[config.mk]
export PLATFORM = sky130hd
export DESIGN_NAME = serial_word_assembler
export DESIGN_NICKNAME = d
export VERILOG_FILES = /design/src/rtl/serial_word_assembler.sv
export SDC_FILE = /design/constraint.sdc
export NUM_CORES = 1
export LEC_CHECK = 0
export BUFFER_PORTS_ARGS = -buffer_cell sky130_fd_sc_hd__buf_2
export CORE_ASPECT_RATIO = 1.25
export CORE_MARGIN = 5
export CORE_UTILIZATION = 30
export CTS_BUF_LIST = sky130_fd_sc_hd__clkbuf_8
export DETAILED_ROUTE_END_ITERATION = 6
export PLACE_DENSITY = 0.58
export SYNTH_ARGS = -nofsm -noshare
export SYNTH_HDL_FRONTEND = slang
export SYNTH_SLANG_ARGS = --single-unit
[constraint.sdc]
create_clock -name clk -period 1.78 [get_ports clk]
set_input_delay 0.356 -clock clk [delete_from_list [all_inputs] [get_ports clk]]
set_output_delay 0.356 -clock clk [all_outputs]
set_load 0.1 [all_outputs]
[src/rtl/serial_word_assembler.sv]
// Collects an LSB-first serial bit stream (plus final carry) into a parallel word
// and presents it on a valid/ready port.
module serial_word_assembler #(
    parameter int unsigned WIDTH = 8
) (
    input  logic             clk,
    input  logic             rst,
    input  logic             in_start,
    input  logic             in_valid,
    input  logic             in_bit,
    input  logic             in_carry,
    output logic             busy,
    output logic             out_valid,
    input  logic             out_ready,
    output logic [WIDTH-1:0] out_data,
    output logic             out_carry,
    output logic             overrun
);

    localparam int unsigned CW = $clog2(WIDTH + 1);
    localparam logic [CW-1:0] LastIdx = CW'(WIDTH - 1);

    typedef enum logic [1:0] {StIdle, StShift, StHold} state_e;

    state_e           state_q, state_d;
    logic [CW-1:0]    cnt_q, cnt_d;
    logic [WIDTH-1:0] sreg_q, sreg_d;
    logic [WIDTH-1:0] data_q, data_d;
    logic             carry_q, carry_d;
    logic             overrun_q, overrun_d;

    logic [WIDTH-1:0] sreg_shift;
    logic [WIDTH-1:0] sreg_first;
    logic             restart;

    assign sreg_shift = {in_bit, sreg_q[WIDTH-1:1]};
    assign sreg_first = {in_bit, {(WIDTH - 1){1'b0}}};

    always_ff @(posedge clk or posedge rst) begin
        if (rst) begin
            state_q   <= StIdle;
            cnt_q     <= '0;
            sreg_q    <= '0;
            data_q    <= '0;
            carry_q   <= 1'b0;
            overrun_q <= 1'b0;
        end else begin
            state_q   <= state_d;
            cnt_q     <= cnt_d;
            sreg_q    <= sreg_d;
            data_q    <= data_d;
            carry_q   <= carry_d;
            overrun_q <= overrun_d;
        end
    end

    always_comb begin
        state_d   = state_q;
        cnt_d     = cnt_q;
        sreg_d    = sreg_q;
        data_d    = data_q;
        carry_d   = carry_q;
        overrun_d = overrun_q;
        restart   = 1'b0;

        unique case (state_q)
            StIdle: begin
                if (in_start) begin
                    restart = 1'b1;
                end else if (in_valid) begin
                    overrun_d = 1'b1;
                end
            end
            StShift: begin
                if (in_start) begin
                    restart = 1'b1;
                end else if (in_valid) begin
                    sreg_d = sreg_shift;
                    if (cnt_q == LastIdx) begin
                        cnt_d   = '0;
                        data_d  = sreg_shift;
                        carry_d = in_carry;
                        state_d = StHold;
                    end else begin
                        cnt_d = cnt_q + CW'(1);
                    end
                end
            end
            StHold: begin
                if (out_ready) begin
                    state_d = StIdle;
                    restart = in_start;
                end else if (in_start || in_valid) begin
                    overrun_d = 1'b1;
                end
            end
            default: state_d = StIdle;
        endcase

        // A new word may begin with its bit 0 on the same cycle; WIDTH >= 2 so it never completes here.
        if (restart) begin
            state_d = StShift;
            cnt_d   = in_valid ? CW'(1) : '0;
            sreg_d  = in_valid ? sreg_first : '0;
        end
    end

    always_comb begin
        busy      = (state_q != StIdle);
        out_valid = (state_q == StHold);
        out_data  = data_q;
        out_carry = carry_q;
        overrun   = overrun_q;
    end

endmodule

==> summary.md, run 1 <==
| Metric | Value |
|---|---|
| Post-synth net total | `roughly 100` |
| Non-filler instance count after layout | `157` |
| Worst path max stage delay | `0.48 ns` |
| Gr ovfl total | `0` |
| Post-Synth XOR/XNOR Area | `0` |
| Die H | `76.5 µm` |
| Synthesized cell area | `1060 µm²` |
| GRT Resource Usage Total | `0.0948` |
| I/O pins | `19` |
| Finish-stage setup viols | `0` |
| Starting Density | `0.307` |
| Top-count cell post-synth | `dfrtp_1` |
| TritonCTS Buffers | `3` |
| Period utilization | `0.952` |
| Clock latency on the worst-skew pair | `approximately 0.27 ns` |
| Multi-input gate area | `433 µm²` |
| Critical Path AT | `approximately 1.3 ns` |
| Seq cells post-synth | `23` |
| Synth Area in Adders | `0.0118` |
| Fin Setup TNS | `0 ns` |
| Multiplexer share of the synthesized area | `0.106` |
| 1st-pass router iterations | `4` |
| Ys async rst share | `1.00` |
| Largest net degree at the start of global routing | `24` |
| Min Hold Slack | `about 0.11 ns` |
| First-pass GRT wire length | `approximately 3600 µm` |
| Row cnt | `24` |
| H-tree Lvls | `1` |
| Crit. End Element | `output port` |
| Fin. Hold Viols | `0` |
| CTS sink count | `23` |
| IO buf count | `18` |
| Static Leak | `0.637 nW` |
| Placer congestion estimate | `0.870` |
| List of most frequent post-synthesis cells | `dfrtp_1, nand2_1, mux2_2` |
| Power Density | `1150 nW/µm²` |
| # DRC | `0` |
| Post-cts hold buffer count | `0` |
| Number of synthesized flops with an enable pin | `0` |
| Vias in the first global route | `799` |
| Routed via count | `763` |
| Routed WL | `~2100 µm` |
| Post-synthesis compound-gate area fraction | `0.0968` |
| Peak supply drop | `0.412 mV` |
| Clk slew on worst S/H paths | `around 0.09 ns` |
| WS Path Type | `reg -> out` |
| Vias per cell | `about 4.9` |
| Simple-gate share of the synthesized area | `0.191` |
| Fill cells | `339` |
| Top cells by area, synth | `dfrtp_1, mux2_2, nand2_1` |
| Status | `finished, final reports clean` |
| Netlist cell types | `28` |
| Post-route minimum period | `around 1.7 ns` |
| Slew headroom | `0.656` |
| CP max stage cell | `dfrtp_2` |
| Clk root buf | `clkbuf_8` |
| Max cap viols | `0` |
| Die X | `between 60 and 70 µm` |
| Fin. max-slew vios | `0` |
| Worst min path class | `in -> async` |
| Ratio of cells with drive above 1 in the final layout | `0.373` |
| Critical Path Start Type | `register` |
| Post-DRT Antenna Nets | `0` |
| Ant. Diodes | `0` |
| Post-CTS setup buffers | `0` |
| Area Growth Syn to Fin | `20.4%` |
| Share of the synthesized area in the top cell type | `0.543` |
| FMAX | `590 MHz` |
| CP bufs+invs | `1` |
| Core Area | `3450 µm²` |
| Largest family of logic cells by synthesized area | `simple AND/OR/NAND/NOR gates` |
| Pre-CTS WS | `0.0939 ns` |
| Ys flop type | `dfrtp_1` |
| CTS Buffer Depth | `2` |
| Worst Path Max Fanout | `10` |
| Register area share after synthesis | `0.543` |
| Initial antenna violation count | `0` |
| Post-Syn Instances | `96` |
| Worst path cell trace | `or2_2 -> clkbuf_4` |
| DRT iter0 DRCs | `32` |
| Worst slew pin tran | `0.510 ns` |
| Data required, critical path | `1.42 ns` |
| Pwr Total | `1.47 mW` |
| Post-synth top area cell | `dfrtp_1` |
| Warnings, synthesis | `0` |
| Worst path top cell family by delay | `flip-flops` |
| DP HPWL | `1520 µm` |
| Die Footprint | `4830 µm²` |
| RSZ-0062 raised after global routing | `no` |
| Reg area | `577 µm²` |
| Final setup margin | `approximately 0.086 ns` |
| Average cell area after synthesis | `11.0 µm²` |
| Final #Nets | `127` |
| Skew final | `0.00710 ns` |
| Avg WL per Cell | `13.2 µm` |
| CTS tree | `built` |
| Placed Instances | `153` |
-- through the flow --
stage          cell area (µm²)   util
5_1_grt                   1280  0.370
3_5_place_dp              1220  0.354
2_1_floorplan             1060      -
4_1_cts                   1270  0.368
6_report                  1280  0.370
3_3_place_gp              1220  0.354
-- layout by cell type, fill, tap and decap left out --
cell / count
a21o_2: 1
a22oi_1: 1
ha_2: 1
nor2_1: 1
clkbuf_4: 1
nand3_1: 8
clkinv_8: 1
a31oi_1: 1
mux2_2: 10
nand3b_1: 1
dfrtp_2: 1
nand3_4: 1
o21a_1: 1
nor3_1: 2
o22ai_1: 1
or2_2: 1
or4b_2: 1
clkinvlp_4: 1
o21ai_0: 5
dfrtp_1: 22
and2b_1: 1
and3b_1: 1
buf_12: 1
inv_1: 4
clkbuf_8: 3
nand2_1: 17
a21o_1: 1
buf_2: 16
a21oi_1: 5
a22o_1: 1
nor2b_1: 1
nor4_4: 1
buf_4: 4
-- repair_timing --
item,CTS,global route
endpoints found under the hold margin,0,0
resized for setup,0,3
endpoints found under the setup margin,0,2
-- flip-flops by register name, summed over array words and instances, names as in the netlist --
signal / flops
cnt_q: 4
out_carry: 1
out_data: 8
overrun: 1
sreg_q: 7
state_q: 2
-- per-layer routing --
metal	up-vias	part of all wire	GRT usage
li1	376	-	-
met1	372	0.43	0.109
met2	11	0.51	0.152
met3	4	0.023	0.0118
met4	0	0.033	0.0807
met5	-	0	0
-- where the power goes --
| group | total [mW] | switching (mW) | internal, mW |
|---|---|---|---|
| combinational | 0.501 | 0.396 | 0.105 |
| clock | 0.335 | 0.177 | 0.159 |
| sequential | 0.635 | 0.0475 | 0.587 |
-- logic make-up (layout without fill, tap and decap cells) --
| group | Yosys count | after routing |
|---|---|---|
| simple gates | 36 | 36 |
| flops | 23 | 23 |
| compound gates | 17 | 17 |
| mux | 10 | 10 |
| buf+inv | 9 | 31 |
| fa+ha+maj | 1 | 1 |
-- final cells by class --
class                           instances  area share
Clock buffer                            3      0.0324
Sequential cell                        23       0.452
Inverter                                5      0.0245
Tap cell                               39      0.0382
Clock inverter                          1     0.00588
Timing Repair Buffer                   22       0.108
Multi-Input combinational cell         64       0.339
-- worst paths after layout --
path,start,slack (ns),end,cells after the start
worst min register to register,overrun,0.46,overrun,1
min in group clk,in_carry,0.32,out_carry,2
worst min-delay path,rst,0.11,out_data[2],3
worst max-delay path,state_q[1],0.09,busy,2
worst max register to register,cnt_q[0],0.10,cnt_q[2],5
max in group asynchronous,rst,1.41,state_q[1],3
-- worst min-delay path: cells and delay by family --
| family | cells | cell delay, ns |
|---|---|---|
| buf+inv | 3 | 0.42 |
(Power assumes the default switching activity.)
==> run 2, diff against run 1 <==
- clock period: 1.78 -> 2.1 ns (I/O delays scaled with it)
==> summary.md, run 2 (synthesis gave the netlist of run 1 again) <==
| Metric | Value |
|---|---|
| Starting Density | `0.307 (unchanged)` |
| GRT Resource Usage Total | `0.0941 (was 0.0948)` |
| Skew final | `0.00398 ns (was 0.00710 ns)` |
| CTS tree | `built (unchanged)` |
| Met2 usage | `0.159 (was 0.152)` |
| Non-filler instance count after layout | `156 (was 157)` |
| Pwr Total | `1.22 mW (was 1.47 mW)` |
| Critical Path Start Type | `register (unchanged)` |
| Met1 global-route usage | `0.106 (was 0.109)` |
| Post-route minimum period | `around 1.8 ns` |
| IO buf count | `18 (unchanged)` |
| Crit. End Element | `output port (unchanged)` |
| Fin Setup TNS | `0 ns (unchanged)` |
| H-tree Lvls | `1 (unchanged)` |
| Largest net degree at the start of global routing | `24 (unchanged)` |
| Vias per cell | `5.04 (was 4.86)` |
| Post_cts resized | `0 (unchanged)` |
| Placer congestion estimate | `0.819 (was 0.870)` |
| Placed Instances | `152 (was 153)` |
| GR peak layer | `met2 (unchanged)` |
| Initial antenna violation count | `0 (unchanged)` |
| Multi-input gate area | `430 µm² (was 433 µm²)` |
| Post-DRT Antenna Nets | `0 (unchanged)` |
| Post-CTS setup buffers | `0 (unchanged)` |
| Pre-CTS WS | `0.381 ns (was 0.0939 ns)` |
| Final setup margin | `0.294 ns (was 0.0862 ns)` |
| Max cap viols | `0 (unchanged)` |
| Post-cts hold buffer count | `0 (unchanged)` |
| Commonest non-fill, non-tap cells in the layout | `dfrtp_1, buf_2, nand2_1, mux2_2, nand3_1 (was dfrtp_1, nand2_1, buf_2, mux2_2, nand3_1)` |
| Status | `finished, final reports clean (unchanged)` |
| First-pass GRT wire length | `3660 µm (was 3640 µm)` |
| Data required, critical path | `1.68 ns (was 1.42 ns)` |
| Peak supply drop | `0.319 mV (was 0.412 mV)` |
| Row cnt | `24 (unchanged)` |
| Fin. max-slew vios | `0 (unchanged)` |
| Power Density | `983 nW/µm² (was 1150 nW/µm²)` |
| Critical Path AT | `1.39 ns (was 1.34 ns)` |
| Routed via count | `787 (was 763)` |
| Worst R2R Path Depth | `5 (unchanged)` |
| DP HPWL | `1510 µm (was 1520 µm)` |
| Slew headroom | `0.677 (was 0.656)` |
| Reg area | `576 µm² (was 577 µm²)` |
| WS Path Type | `reg -> out (unchanged)` |
| CTS Buffer Depth | `2 (unchanged)` |
| TritonCTS Buffers | `3 (unchanged)` |
| Avg WL per Cell | `12.9 µm (was 13.2 µm)` |
| Clk slew on worst S/H paths | `0.08 ns (was 0.09 ns)` |
| Worst min path class | `in -> async (unchanged)` |
| DRT iter0 DRCs | `43 (was 32)` |
| Finish-stage setup viols | `0 (unchanged)` |
| Worst Path Max Fanout | `10 (unchanged)` |
| Die H | `76.5 µm (unchanged)` |
| Fill cells | `350 (was 339)` |
| Core Area | `3450 µm² (unchanged)` |
| Vias in the first global route | `817 (was 799)` |
| Period utilization | `0.860` |
| Die Footprint | `4830 µm² (unchanged)` |
| Clock latency on the worst-skew pair | `0.26 ns (was 0.27 ns)` |
| FMAX | `554 MHz` |
| Final #Nets | `126 (was 127)` |
| RSZ-0062 raised after global routing | `no (unchanged)` |
| # DRC | `0 (unchanged)` |
| 1st-pass router iterations | `4 (unchanged)` |
| Met3 usage | `0.0192 (was 0.0118)` |
| Max reg flops | `8 (unchanged)` |
| Static Leak | `0.635 nW (was 0.637 nW)` |
| Clk root buf | `clkbuf_8 (unchanged)` |
| Worst slew pin tran | `0.488 ns (was 0.510 ns)` |
| Area Growth Syn to Fin | `17.5% (was 20.4%)` |
| CTS sink count | `23 (unchanged)` |
| Gr ovfl total | `0 (unchanged)` |
| Fin. Hold Viols | `0 (unchanged)` |
| Ratio of cells with drive above 1 in the final layout | `0.350 (was 0.373)` |
| I/O pins | `19 (unchanged)` |
| Die X | `63.2 µm (unchanged)` |
| Ant. Diodes | `0 (unchanged)` |
| Most common cell after layout, fill and taps aside | `dfrtp_1 (unchanged)` |
| Routed WL | `2010 µm (was 2080 µm)` |
-- run 2: worst paths after layout --
kind                            start         to  slack, ns
hold / removal                    rst  sreg_q[2]       0.18
hold reg to reg               overrun    overrun       0.45
max in group asynchronous         rst    overrun       1.68
setup / recovery           state_q[1]  out_valid       0.29
min in group clk             in_carry  out_carry       0.39
setup reg to reg             cnt_q[0]   cnt_q[2]       0.38
-- run 2: area by class of cell --
cell class                      instances  area share
Sequential cell                        23       0.462
Multi-Input combinational cell         64       0.346
Timing Repair Buffer                   21      0.0905
Tap cell                               39      0.0392
Clock buffer                            3      0.0332
Inverter                                5      0.0251
Clock inverter                          1     0.00402
-- run 2: routing by layer --
layer	part of all wire	vias up
li1	-	376
met1	0.42	390
met2	0.51	16
met3	0.043	5
met4	0.027	0
met5	0	-
-- run 2: worst max-delay path: stages (launching register included) --
cell     delay [ns]
dfrtp_1        0.52
and2b_1        0.18
buf_2          0.42
-- run 2: metrics by stage --
| stage | hold slack, ns | cell area (µm²) | util |
|---|---|---|---|
| after detailed placement | 0.439 | 1200 | 0.347 |
| final | 0.184 | 1240 | 0.361 |
| after floorplan | 0.422 | 1060 | - |
| after global placement | 0.440 | 1200 | 0.347 |
| after CTS | 0.187 | 1240 | 0.361 |
| after global routing | 0.223 | 1240 | 0.361 |
-- run 2: where the power goes --
| part | total [mW] | switching (mW) | internal [mW] | leakage [nW] |
|---|---|---|---|---|
| combinational | 0.423 | 0.335 | 0.0873 | 0.304 |
| sequential | 0.539 | 0.0412 | 0.498 | 0.305 |
| clock | 0.261 | 0.129 | 0.132 | 0.0255 |
| total | 1.22 | 0.506 | 0.718 | 0.635 |
==> run 3, diff against run 2 <==
- CORE_ASPECT_RATIO: 1.25 -> default
- RECOVER_POWER: default -> 100
- REMOVE_ABC_BUFFERS: default -> 1
==> summary.md, run 3 (synthesis gave the netlist of run 1 again) <==
| Metric | Value |
|---|---|
| TritonCTS Buffers | `3 (unchanged)` |
| Critical Path Start Type | `register (unchanged)` |
| Worst slew pin tran | `1.21 ns (was 0.488 ns)` |
| Worst path top cell family by delay | `flip-flops (unchanged)` |
| Die Footprint | `4820 µm² (was 4830 µm²)` |
| GRT Resource Usage Total | `0.0901 (was 0.0941)` |
| Data required, critical path | `1.68 ns (about the same)` |
| Pre-CTS WS | `0.383 ns (was 0.381 ns)` |
| Min Hold Slack | `0.388 ns (was 0.184 ns)` |
| DR WL met2 | `958 µm (was 1030 µm)` |
| Avg WL per Cell | `12.2 µm (was 12.9 µm)` |
| Max layer used | `met4 (unchanged)` |
| Peak supply drop | `0.500 mV (was 0.319 mV)` |
| Finish-stage setup viols | `0 (unchanged)` |
| CTS sink count | `23 (unchanged)` |
| Post-route minimum period | `1.87 ns (was 1.81 ns)` |
| Reg-to-Reg Start | `cnt_q[0] (unchanged)` |
| Fin Setup TNS | `0 ns (unchanged)` |
| DP HPWL | `1430 µm (was 1510 µm)` |
| CTS tree | `built (unchanged)` |
| RSZ-0062 raised after global routing | `no (unchanged)` |
| Final setup margin | `0.228 ns (was 0.294 ns)` |
| Largest net degree at the start of global routing | `24 (unchanged)` |
| Die X | `69.4 µm (was 63.2 µm)` |
| WS Path Type | `reg -> out (unchanged)` |
| Fin. max-slew vios | `0 (unchanged)` |
| 1st-pass router iterations | `4 (unchanged)` |
| CTS Buffer Depth | `2 (unchanged)` |
| Initial antenna violation count | `0 (unchanged)` |
| Ant. Diodes | `0 (unchanged)` |
| Crit path launch | `state_q[1] (unchanged)` |
| Core Area | `3390 µm² (was 3450 µm²)` |
| Starting Density | `0.313 (was 0.307)` |
| IO buf count | `18 (unchanged)` |
| I/O pins | `19 (unchanged)` |
| Design Area, Final | `1250 µm² (was 1240 µm²)` |
| Max cap viols | `0 (unchanged)` |
| Die H | `69.4 µm (was 76.5 µm)` |
| DR WL met3 | `75 µm (was 87 µm)` |
| Placer congestion estimate | `0.754 (was 0.819)` |
| Post-cts hold buffer count | `0 (unchanged)` |
| Slew headroom | `0.191 (was 0.677)` |
| Post_cts resized | `0 (unchanged)` |
| Clock latency on the worst-skew pair | `0.26 ns (about the same)` |
| Ratio of cells with drive above 1 in the final layout | `0.333 (was 0.350)` |
| Clk slew on worst S/H paths | `0.08 ns (about the same)` |
| Metal-1 WL | `936 µm (was 842 µm)` |
| Fin. Hold Viols | `0 (unchanged)` |
| Skew final | `0.00343 ns (was 0.00398 ns)` |
| Worst Path Max Fanout | `10 (unchanged)` |
| Worst min path class | `in -> reg (was in -> async)` |
| Gr ovfl total | `0 (unchanged)` |
| Max reg flops | `8 (unchanged)` |
| Post-DRT Antenna Nets | `0 (unchanged)` |
| Period utilization | `0.891 (was 0.860)` |
| First-pass GRT wire length | `3600 µm (was 3660 µm)` |
| Worst hold path startpoint | `in_carry` |
| H-tree Lvls | `1 (unchanged)` |
| Vias in the first global route | `803 (was 817)` |
| Static Leak | `0.621 nW (was 0.635 nW)` |
| Post-CTS setup buffers | `0 (unchanged)` |
| Post-DP Area | `1210 µm² (was 1200 µm²)` |
| Critical Path AT | `1.45 ns (was 1.39 ns)` |
| # DRC | `0 (unchanged)` |
| Power Density | `985 nW/µm² (was 983 nW/µm²)` |
| Clk root buf | `clkbuf_8 (unchanged)` |
| FMAX | `534 MHz (was 554 MHz)` |
| Pwr Total | `1.23 mW (was 1.22 mW)` |
| Crit. End Element | `output port (unchanged)` |
| Area Growth Syn to Fin | `17.6% (was 17.5%)` |
| Row cnt | `21 (was 24)` |
| DRT iter0 DRCs | `27 (was 43)` |
| Routed via count | `756 (was 787)` |
| Worst path max stage delay | `0.49 ns (was 0.52 ns)` |
| Commonest non-fill, non-tap cells in the layout | `dfrtp_1, nand2_1, clkbuf_2, mux2_2, nand3_1 (was dfrtp_1, buf_2, nand2_1, mux2_2, nand3_1)` |
| Most common cell after layout, fill and taps aside | `dfrtp_1 (unchanged)` |
| Status | `finished, final reports clean (unchanged)` |
| Routed WL | `1990 µm (was 2010 µm)` |
| Vias per cell | `4.64 (was 5.04)` |
| CP bufs+invs | `1 (unchanged)` |
| Worst path cell trace | `or2_2 -> clkbuf_2 (was and2b_1 -> buf_2)` |
| Final #Nets | `126 (unchanged)` |
| CP max stage cell | `dfrtp_1 (unchanged)` |
[run 3: changes by cell type in the layout (fill, tap and decap cells not counted)]
cell	change
buf_4	-2
clkbuf_2	+12
buf_2	-12
clkbuf_1	+2
[run 3: worst register-to-register path, stage by stage, from the launching register on]
cell     delay, ns
dfrtp_1       0.41
ha_1          0.24
nand2_1       0.12
or4b_2        0.65
o21ai_0       0.10
a22o_1        0.15
[run 3: path summary, 6_finish.rpt]
| check | cells past startpoint | slack (ns) | end |
|---|---|---|---|
| min reg2reg | 2 | 0.47 | sreg_q[1] |
| max in group asynchronous | 3 | 0.84 | sreg_q[1] |
| max reg2reg | 5 | 0.37 | cnt_q[2] |
| min in group asynchronous | 3 | 0.53 | out_data[5] |
| min | 2 | 0.39 | out_carry |
| max | 2 | 0.23 | busy |
[run 3: report_power, final]
part,leakage (nW),switching (mW),internal [mW]
combinational,0.290,0.335,0.0845
sequential,0.305,0.0440,0.498
clock,0.0255,0.134,0.132
[run 3: final cells by class]
type                       count  area, µm²
sequential                    23        576
tap                           46       57.6
timing repair buffer          21        105
clock inverter                 1       5.00
fill                         358       2140
clock buffer                   3       41.3
inverter                       5       31.3
multi-input combinational     64        430
[run 3: stage by stage]
stage               utilization  instances
global placement          0.356        159
finish                    0.368        163
detailed placement        0.356        159
floorplan                     -         92
CTS                       0.370        163
global route              0.368        163
[run 3: metal layers]
| layer | global-route usage | vias to the layer above |
|---|---|---|
| met3 | 0.0203 | 2 |
| li1 | - | 376 |
| met1 | 0.118 | 366 |
| met2 | 0.145 | 12 |
| met5 | 0 | - |
| met4 | 0.0325 | 0 |
